`config.mk`:
```
export PLATFORM = sky130hd
export DESIGN_NAME = tanh_backprop_unit
export DESIGN_NICKNAME = d
export VERILOG_FILES = /design/src/rtl/tanh_backprop_unit_pkg.sv /design/src/rtl/fxp_mul_shift.sv /design/src/rtl/tanh_backprop_unit.sv
export SDC_FILE = /design/constraint.sdc
export NUM_CORES = 1
export LEC_CHECK = 0
export ABC_AREA = 1
export BUFFER_PORTS_ARGS = -buffer_cell sky130_fd_sc_hd__clkbuf_2
export CELL_PAD_IN_SITES_DETAIL_PLACEMENT = 1
export CELL_PAD_IN_SITES_GLOBAL_PLACEMENT = 2
export CORE_MARGIN = 1
export CORE_UTILIZATION = 39
export DETAILED_ROUTE_END_ITERATION = 8
export PLACE_DENSITY_LB_ADDON = 0.1
export REMOVE_ABC_BUFFERS = 1
export SLEW_MARGIN = 20
export SYNTH_ARGS = -nofsm -noshare
export SYNTH_HDL_FRONTEND = slang
export SYNTH_SLANG_ARGS = --single-unit
```
`constraint.sdc`:
```
create_clock -name clk -period 8.5 [get_ports clk]
set_input_delay 1.275 -clock clk [delete_from_list [all_inputs] [get_ports clk]]
set_output_delay 1.275 -clock clk [all_outputs]
set_load 0.05 [all_outputs]
```
`src/rtl/tanh_backprop_unit_pkg.sv`:
```
// Shared fixed-point constants for the tanh activation and its backward pass.
package tanh_backprop_unit_pkg;

  localparam int unsigned ACT_DATA_WIDTH  = 16;
  localparam int unsigned ACT_FRACT_WIDTH = 8;

  typedef logic signed [ACT_DATA_WIDTH-1:0] act_data_t;

  localparam act_data_t ACT_ONE      = act_data_t'(1 << ACT_FRACT_WIDTH);
  localparam act_data_t ACT_CLAMP_HI = ACT_ONE;
  localparam act_data_t ACT_CLAMP_LO = -ACT_ONE;

endpackage

```
`src/rtl/fxp_mul_shift.sv`:
```
// Signed-by-unsigned fixed-point multiply, arithmetic shift right by FRACT_WIDTH, truncated.
module fxp_mul_shift #(
  parameter int unsigned DATA_WIDTH  = 16,
  parameter int unsigned FRACT_WIDTH = 8
) (
  input  logic signed [DATA_WIDTH-1:0] i_a,
  input  logic        [DATA_WIDTH-1:0] i_b,
  output logic        [DATA_WIDTH-1:0] o_p_c
);

  localparam int unsigned PW = 2 * DATA_WIDTH + 1;

  logic signed [PW-1:0] w_prod;

  // Zero-extend the unsigned operand so the product stays signed.
  assign w_prod = PW'(i_a) * PW'($signed({1'b0, i_b}));
  assign o_p_c  = DATA_WIDTH'(w_prod >>> FRACT_WIDTH);

endmodule

```
`src/rtl/tanh_backprop_unit.sv`:
```
// Backward pass of tanh: g_out = g * (1 - y^2) through a clamp / derivative / scale pipeline
// with a single global stall driven by the output handshake.
module tanh_backprop_unit
  import tanh_backprop_unit_pkg::*;
#(
  parameter int unsigned DATA_WIDTH  = ACT_DATA_WIDTH,
  parameter int unsigned FRACT_WIDTH = ACT_FRACT_WIDTH
) (
  input  logic                  clk,
  input  logic                  reset,
  input  logic                  in_valid,
  output logic                  in_ready,
  input  logic [DATA_WIDTH-1:0] y_in,
  input  logic [DATA_WIDTH-1:0] g_in,
  output logic                  out_valid,
  input  logic                  out_ready,
  output logic [DATA_WIDTH-1:0] g_out,
  output logic                  y_clamped
);

  localparam logic signed [DATA_WIDTH-1:0] ONE_S     = DATA_WIDTH'(1 << FRACT_WIDTH);
  localparam logic signed [DATA_WIDTH-1:0] NEG_ONE_S = -ONE_S;

  logic                         w_advance;
  logic signed [DATA_WIDTH-1:0] w_y_sin;
  logic                         w_hi;
  logic                         w_lo;
  logic signed [DATA_WIDTH-1:0] w_y_clamp;
  logic signed [DATA_WIDTH-1:0] w_y_abs;
  logic        [DATA_WIDTH-1:0] w_sq_shr;
  logic        [DATA_WIDTH-1:0] w_d;
  logic        [DATA_WIDTH-1:0] w_g_scaled;

  logic                         r_v1;
  logic signed [DATA_WIDTH-1:0] r_y1;
  logic        [DATA_WIDTH-1:0] r_g1;
  logic                         r_c1;
  logic                         r_v2;
  logic        [DATA_WIDTH-1:0] r_d2;
  logic        [DATA_WIDTH-1:0] r_g2;
  logic                         r_c2;
  logic                         r_out_valid;
  logic        [DATA_WIDTH-1:0] r_g_out;
  logic                         r_y_clamped;

  assign w_advance = ~r_out_valid | out_ready;
  assign in_ready  = w_advance;

  // Stage 1: clamp y into [-ONE, +ONE].
  assign w_y_sin   = $signed(y_in);
  assign w_hi      = w_y_sin > ONE_S;
  assign w_lo      = w_y_sin < NEG_ONE_S;
  assign w_y_clamp = w_hi ? ONE_S : (w_lo ? NEG_ONE_S : w_y_sin);

  // Stage 2: d = ONE - y^2; squaring |y| keeps the unsigned operand in range.
  assign w_y_abs = r_y1[DATA_WIDTH-1] ? -r_y1 : r_y1;

  fxp_mul_shift #(
    .DATA_WIDTH (DATA_WIDTH),
    .FRACT_WIDTH(FRACT_WIDTH)
  ) u_square (
    .i_a  (w_y_abs),
    .i_b  (w_y_abs),
    .o_p_c(w_sq_shr)
  );

  assign w_d = DATA_WIDTH'(ONE_S) - w_sq_shr;

  // Stage 3: scale the gradient by the derivative.
  fxp_mul_shift #(
    .DATA_WIDTH (DATA_WIDTH),
    .FRACT_WIDTH(FRACT_WIDTH)
  ) u_scale (
    .i_a  ($signed(r_g2)),
    .i_b  (r_d2),
    .o_p_c(w_g_scaled)
  );

  always_ff @(posedge clk) begin
    if (reset) begin
      r_v1        <= 1'b0;
      r_y1        <= '0;
      r_g1        <= '0;
      r_c1        <= 1'b0;
      r_v2        <= 1'b0;
      r_d2        <= '0;
      r_g2        <= '0;
      r_c2        <= 1'b0;
      r_out_valid <= 1'b0;
      r_g_out     <= '0;
      r_y_clamped <= 1'b0;
    end else if (w_advance) begin
      r_v1        <= in_valid;
      r_y1        <= w_y_clamp;
      r_g1        <= g_in;
      r_c1        <= w_hi | w_lo;
      r_v2        <= r_v1;
      r_d2        <= w_d;
      r_g2        <= r_g1;
      r_c2        <= r_c1;
      r_out_valid <= r_v2;
      // Output data only moves for real results so it stays meaningful across bubbles.
      if (r_v2) begin
        r_g_out     <= w_g_scaled;
        r_y_clamped <= r_c2;
      end
    end
  end

  assign out_valid = r_out_valid;
  assign g_out     = r_g_out;
  assign y_clamped = r_y_clamped;

endmodule

```
==> results_tabular.tex <==
\begin{tabular}{lr}
\hline
Metric & Value \\
\hline
\multicolumn{2}{l}{\textbf{Pwr}} \\
Static leakage power & 10.49 nW \\
Int Pwr & roughly 1.6 mW \\
Portion of total power attributed to combinational logic & 69.7\% \\
Fraction of power spent switching nets & 56.23\% \\
Proportion of power drawn by flip-flops and latches & about 18\% \\
Power consumption & 3.595 mW \\
Maximum resistive drop on vdd & slightly above 0.1 mV \\
Switching power summed over all nets & 2.022 mW \\
Areal power density over the cells & 187.9 nW/um2 \\
Clock network fraction of total power & 12.1\% \\
\multicolumn{2}{l}{\textbf{STA}} \\
Slew of the pin with the lowest slew margin & 0.9876 ns \\
Number of hold-slack violations in the final timing report & 0 \\
Setup repair after global routing missed its margin & false \\
Max-slew violation count & 0 \\
Final setup fails & 0 \\
Worst rel slew slack & about 34\% \\
Worst clock skew & 0.01040 ns \\
Clock period minus worst slack & 7.632 ns \\
Summed negative setup slack over all endpoints & 0 ns \\
Maximum clock rate & approximately 130 MHz \\
Post-route fraction of the period consumed by the critical path & 89.79\% \\
\multicolumn{2}{l}{\textbf{Route}} \\
Mean number of vias per cell & around 5 \\
Detailed router's first-iteration violation count & 475 \\
Drt wl/cell & approximately 18 um \\
Vias after detailed routing & 14786 \\
Wire length reported by the detailed router & between 50000 and 60000 um \\
Number of antenna-violating nets in the routed design & 0 \\
Residual DRC count & 0 \\
Length of the first detailed-routing pass in iterations & 5 \\
\multicolumn{2}{l}{\textbf{Cells and area}} \\
Final cell utilization of the core & between 40\% and 50\% \\
Most common cell after layout, fill and taps aside & sky130\_fd\_sc\_hd\_\_inv\_1 \\
Highest-count cells in the layout ignoring fill and taps & sky130\_fd\_sc\_hd\_\_inv\_1 (661), sky130\_fd\_sc\_hd\_\_nand2\_1 (469), sky130\_fd\_sc\_hd\_\_fa\_1 (312), sky130\_fd\_sc\_hd\_\_nor2\_1 (206), sky130\_fd\_sc\_hd\_\_ha\_1 (160) \\
Antenna cell count & 0 \\
Layout cell share with drive strength beyond 1 & 6.232\% \\
Synth-to-Final Area Change & 6.496\% \\
Final \#Nets & 2926 \\
Post-Layout Cell Count & just over 3000 \\
\multicolumn{2}{l}{\textbf{Synth}} \\
Most used DFF post-synth & sky130\_fd\_sc\_hd\_\_dfxtp\_1 \\
Combined area of all synthesized cells & approximately 18000 um2 \\
Mapped Avg Cell Area & 7.438 um2 \\
Count of state elements after synthesis & 86 \\
Share of flip-flops with an asynchronous set or reset after synthesis & 0\% \\
Count of distinct cell types in the synthesized netlist & between 50 and 60 \\
Register area share after synthesis & 9.581\% \\
Count of flip-flops with a built-in enable after synthesis & 0 \\
Number of standard cells after synthesis & around 2400 \\
Warnings from Yosys & 0 \\
\multicolumn{2}{l}{\textbf{Setup path}} \\
Setup crit start kind & flop \\
Crit Path Category & flop to flop \\
Slowest stage cell on the critical path & sky130\_fd\_sc\_hd\_\_fa\_1 \\
CP required & a little under 9 ns \\
Critical Path Fanout Max & 9 \\
Biggest cell delay along the critical path & 0.58 ns \\
Setup crit end kind & flop \\
Library cell appearing most often on the critical path & sky130\_fd\_sc\_hd\_\_nand2\_1 \\
Endpoint arrival time on the critical path & between 7 and 8 ns \\
\multicolumn{2}{l}{\textbf{Floorplanning}} \\
Std-Cell Rows & 78 \\
I/O pin count & 55 \\
Area enclosed by the die boundary & 46940 um2 \\
Placeable core region & 45380 um2 \\
Die height & 216.7 um \\
Die extent in x & 216.7 um \\
Initial Utilization & just under 40\% \\
\multicolumn{2}{l}{\textbf{Place}} \\
Number of I/O port buffers & 54 \\
HPWL after detailed placement & 45670 um \\
Post-Place Cells & 3007 \\
Placer's final routability congestion estimate & 0.8618 \\
\multicolumn{2}{l}{\textbf{Clock tree}} \\
Number of buffers inserted for hold repair after clock tree synthesis & 0 \\
Number of levels in the clock H-tree & 3 \\
Post-cts gate resize count & 0 \\
Clk root buf & sky130\_fd\_sc\_hd\_\_clkbuf\_16 \\
Sinks on the clock net & 86 \\
Clock latency reported for the late side of the worst-skew pair & roughly 0.37 ns \\
CTS buffer count & 9 \\
Number of buffers on the longest clock path & 2 \\
Post-CTS Setup Repair Bufs & 0 \\
Clock transition at the registers of the reported paths & 0.07 ns \\
TritonCTS clock tree & built \\
\multicolumn{2}{l}{\textbf{GRT}} \\
Vias in the first global route & 16648 \\
First-pass GRT wire length & 87160 um \\
Total GRT Usage & 23.89\% \\
Met3 Track Usage GR & 1.782\% \\
Number of antenna violations at the first check in global routing & 0 \\
Met2 track demand over resource in global routing & 46.47\% \\
Maximum number of pins on one net before global-route repair & 86 \\
Grt ovf & 0 \\
Met1 routing resource usage after global routing & 27.29\% \\
Busiest layer in global routing & met2 \\
\multicolumn{2}{l}{\textbf{Worst hold path}} \\
Class of the worst hold path & flop to flop \\
\multicolumn{2}{l}{\textbf{Outcome}} \\
Outcome & finished, final reports clean \\
\multicolumn{2}{l}{\textbf{Run}} \\
Number of max-cap violations & 0 \\
\hline
\end{tabular}
final timing paths:
kind              slack [ns]                 start                    to  cells after the start
setup / recovery        0.87  r_y1[0]$_SDFFE_PP0N_  r_d2[9]$_SDFFE_PP0N_                     33
setup reg to reg        0.87  r_y1[0]$_SDFFE_PP0N_  r_d2[9]$_SDFFE_PP0N_                     33
hold reg to reg         0.47     r_c1$_SDFFE_PP0N_     r_c1$_SDFFE_PP0N_                      2
hold / removal          0.47     r_c1$_SDFFE_PP0N_     r_c1$_SDFFE_PP0N_                      2
kinds of logic after synthesis:
group	share of synthesized area (%)
simple gates	19.75
buf+inv	15.97
fa+ha+maj	45.90
compound gates	6.775
flops	9.581
xor+xnor	1.984
other cells	0.04179
flip-flops by register name, summed over array words and instances (netlist names):
name       count
g_out         16
out_valid      1
r_c1           1
r_c2           1
r_d2          16
r_g1          16
r_g2          16
r_v1           1
r_v2           1
r_y1          16
y_clamped      1
power groups by stage:
stage / Combinational (mW) / Clock, mW / Sequential (mW)
after CTS: 2.57 / 0.452 / 0.655
after detailed placement: 2.56 / 0 / 0.664
after floorplan: 1.71 / 0 / 0.599
after global placement: 2.50 / 0 / 0.665
final: 2.51 / 0.436 / 0.653
after global routing: 2.86 / 0.462 / 0.665
through the flow:
step / hold slack (ns) / setup WS (ns) / cell area (um2)
2_1_floorplan: 0.4361 / 1.679 / 17640
3_3_place_gp: 0.4555 / 0.8983 / 18820
3_5_place_dp: 0.4622 / 0.7895 / 18820
4_1_cts: 0.4733 / 0.7745 / 19140
5_1_grt: 0.5055 / 0.2048 / 19140
6_report: 0.4696 / 0.8679 / 19140
cell type report:
cell class	count	area [um2]
tap	600	750.7
fill	5713	26240
clock buffer	10	239.0
timing repair buffer	73	412.9
clock inverter	6	81.33
multi-input combinational	1574	13400
sequential	86	1722
inverter	674	2535
cells in the mapped netlist (3+ instances only):
master	count	share of area (%)
sky130_fd_sc_hd__nand3b_1	18	0.75
sky130_fd_sc_hd__o21ai_2	3	0.15
sky130_fd_sc_hd__a21oi_1	62	1.7
sky130_fd_sc_hd__nand2_2	18	0.63
sky130_fd_sc_hd__o211ai_1	15	0.63
sky130_fd_sc_hd__ha_1	160	11
sky130_fd_sc_hd__nor2_1	208	4.3
sky130_fd_sc_hd__xnor2_1	20	0.97
sky130_fd_sc_hd__xor2_1	17	0.83
sky130_fd_sc_hd__nor3_2	3	0.17
sky130_fd_sc_hd__fa_1	312	35
sky130_fd_sc_hd__nand3_1	69	1.9
sky130_fd_sc_hd__nor4_1	4	0.14
sky130_fd_sc_hd__nand2_1	469	9.8
sky130_fd_sc_hd__nor3_1	16	0.45
sky130_fd_sc_hd__o21bai_1	12	0.50
sky130_fd_sc_hd__nand4_1	17	0.59
sky130_fd_sc_hd__inv_2	8	0.17
sky130_fd_sc_hd__nand2_4	4	0.25
sky130_fd_sc_hd__clkbuf_1	75	1.6
sky130_fd_sc_hd__inv_1	663	14
sky130_fd_sc_hd__dfxtp_1	86	9.6
sky130_fd_sc_hd__o21ai_0	98	2.7
sky130_fd_sc_hd__nor2_2	5	0.17
sky130_fd_sc_hd__a211oi_1	6	0.25
sky130_fd_sc_hd__buf_2	4	0.11
sky130_fd_sc_hd__or2_2	9	0.31
sky130_fd_sc_hd__o21ai_1	3	0.084
routing by layer:
| metal | wire (um) | up-vias |
|---|---|---|
| met5 | 0 | - |
| met4 | 1515 | 0 |
| met3 | 759 | 67 |
| met2 | 29280 | 137 |
| met1 | 22070 | 7488 |
| li1 | - | 7094 |
critical path: cells and delay by family, from the launching register on:
family	cells	cell delay [ns]
flip-flops	1	0.56
AND/OR/NAND/NOR	15	1.90
adder cells (fa/ha/maj)	8	3.67
XOR/XNOR	1	0.29
buffers and inverters	7	0.79
AO/OA/AOI/OAI	2	0.38
No activity file was read; power rests on OpenSTA's default activity.
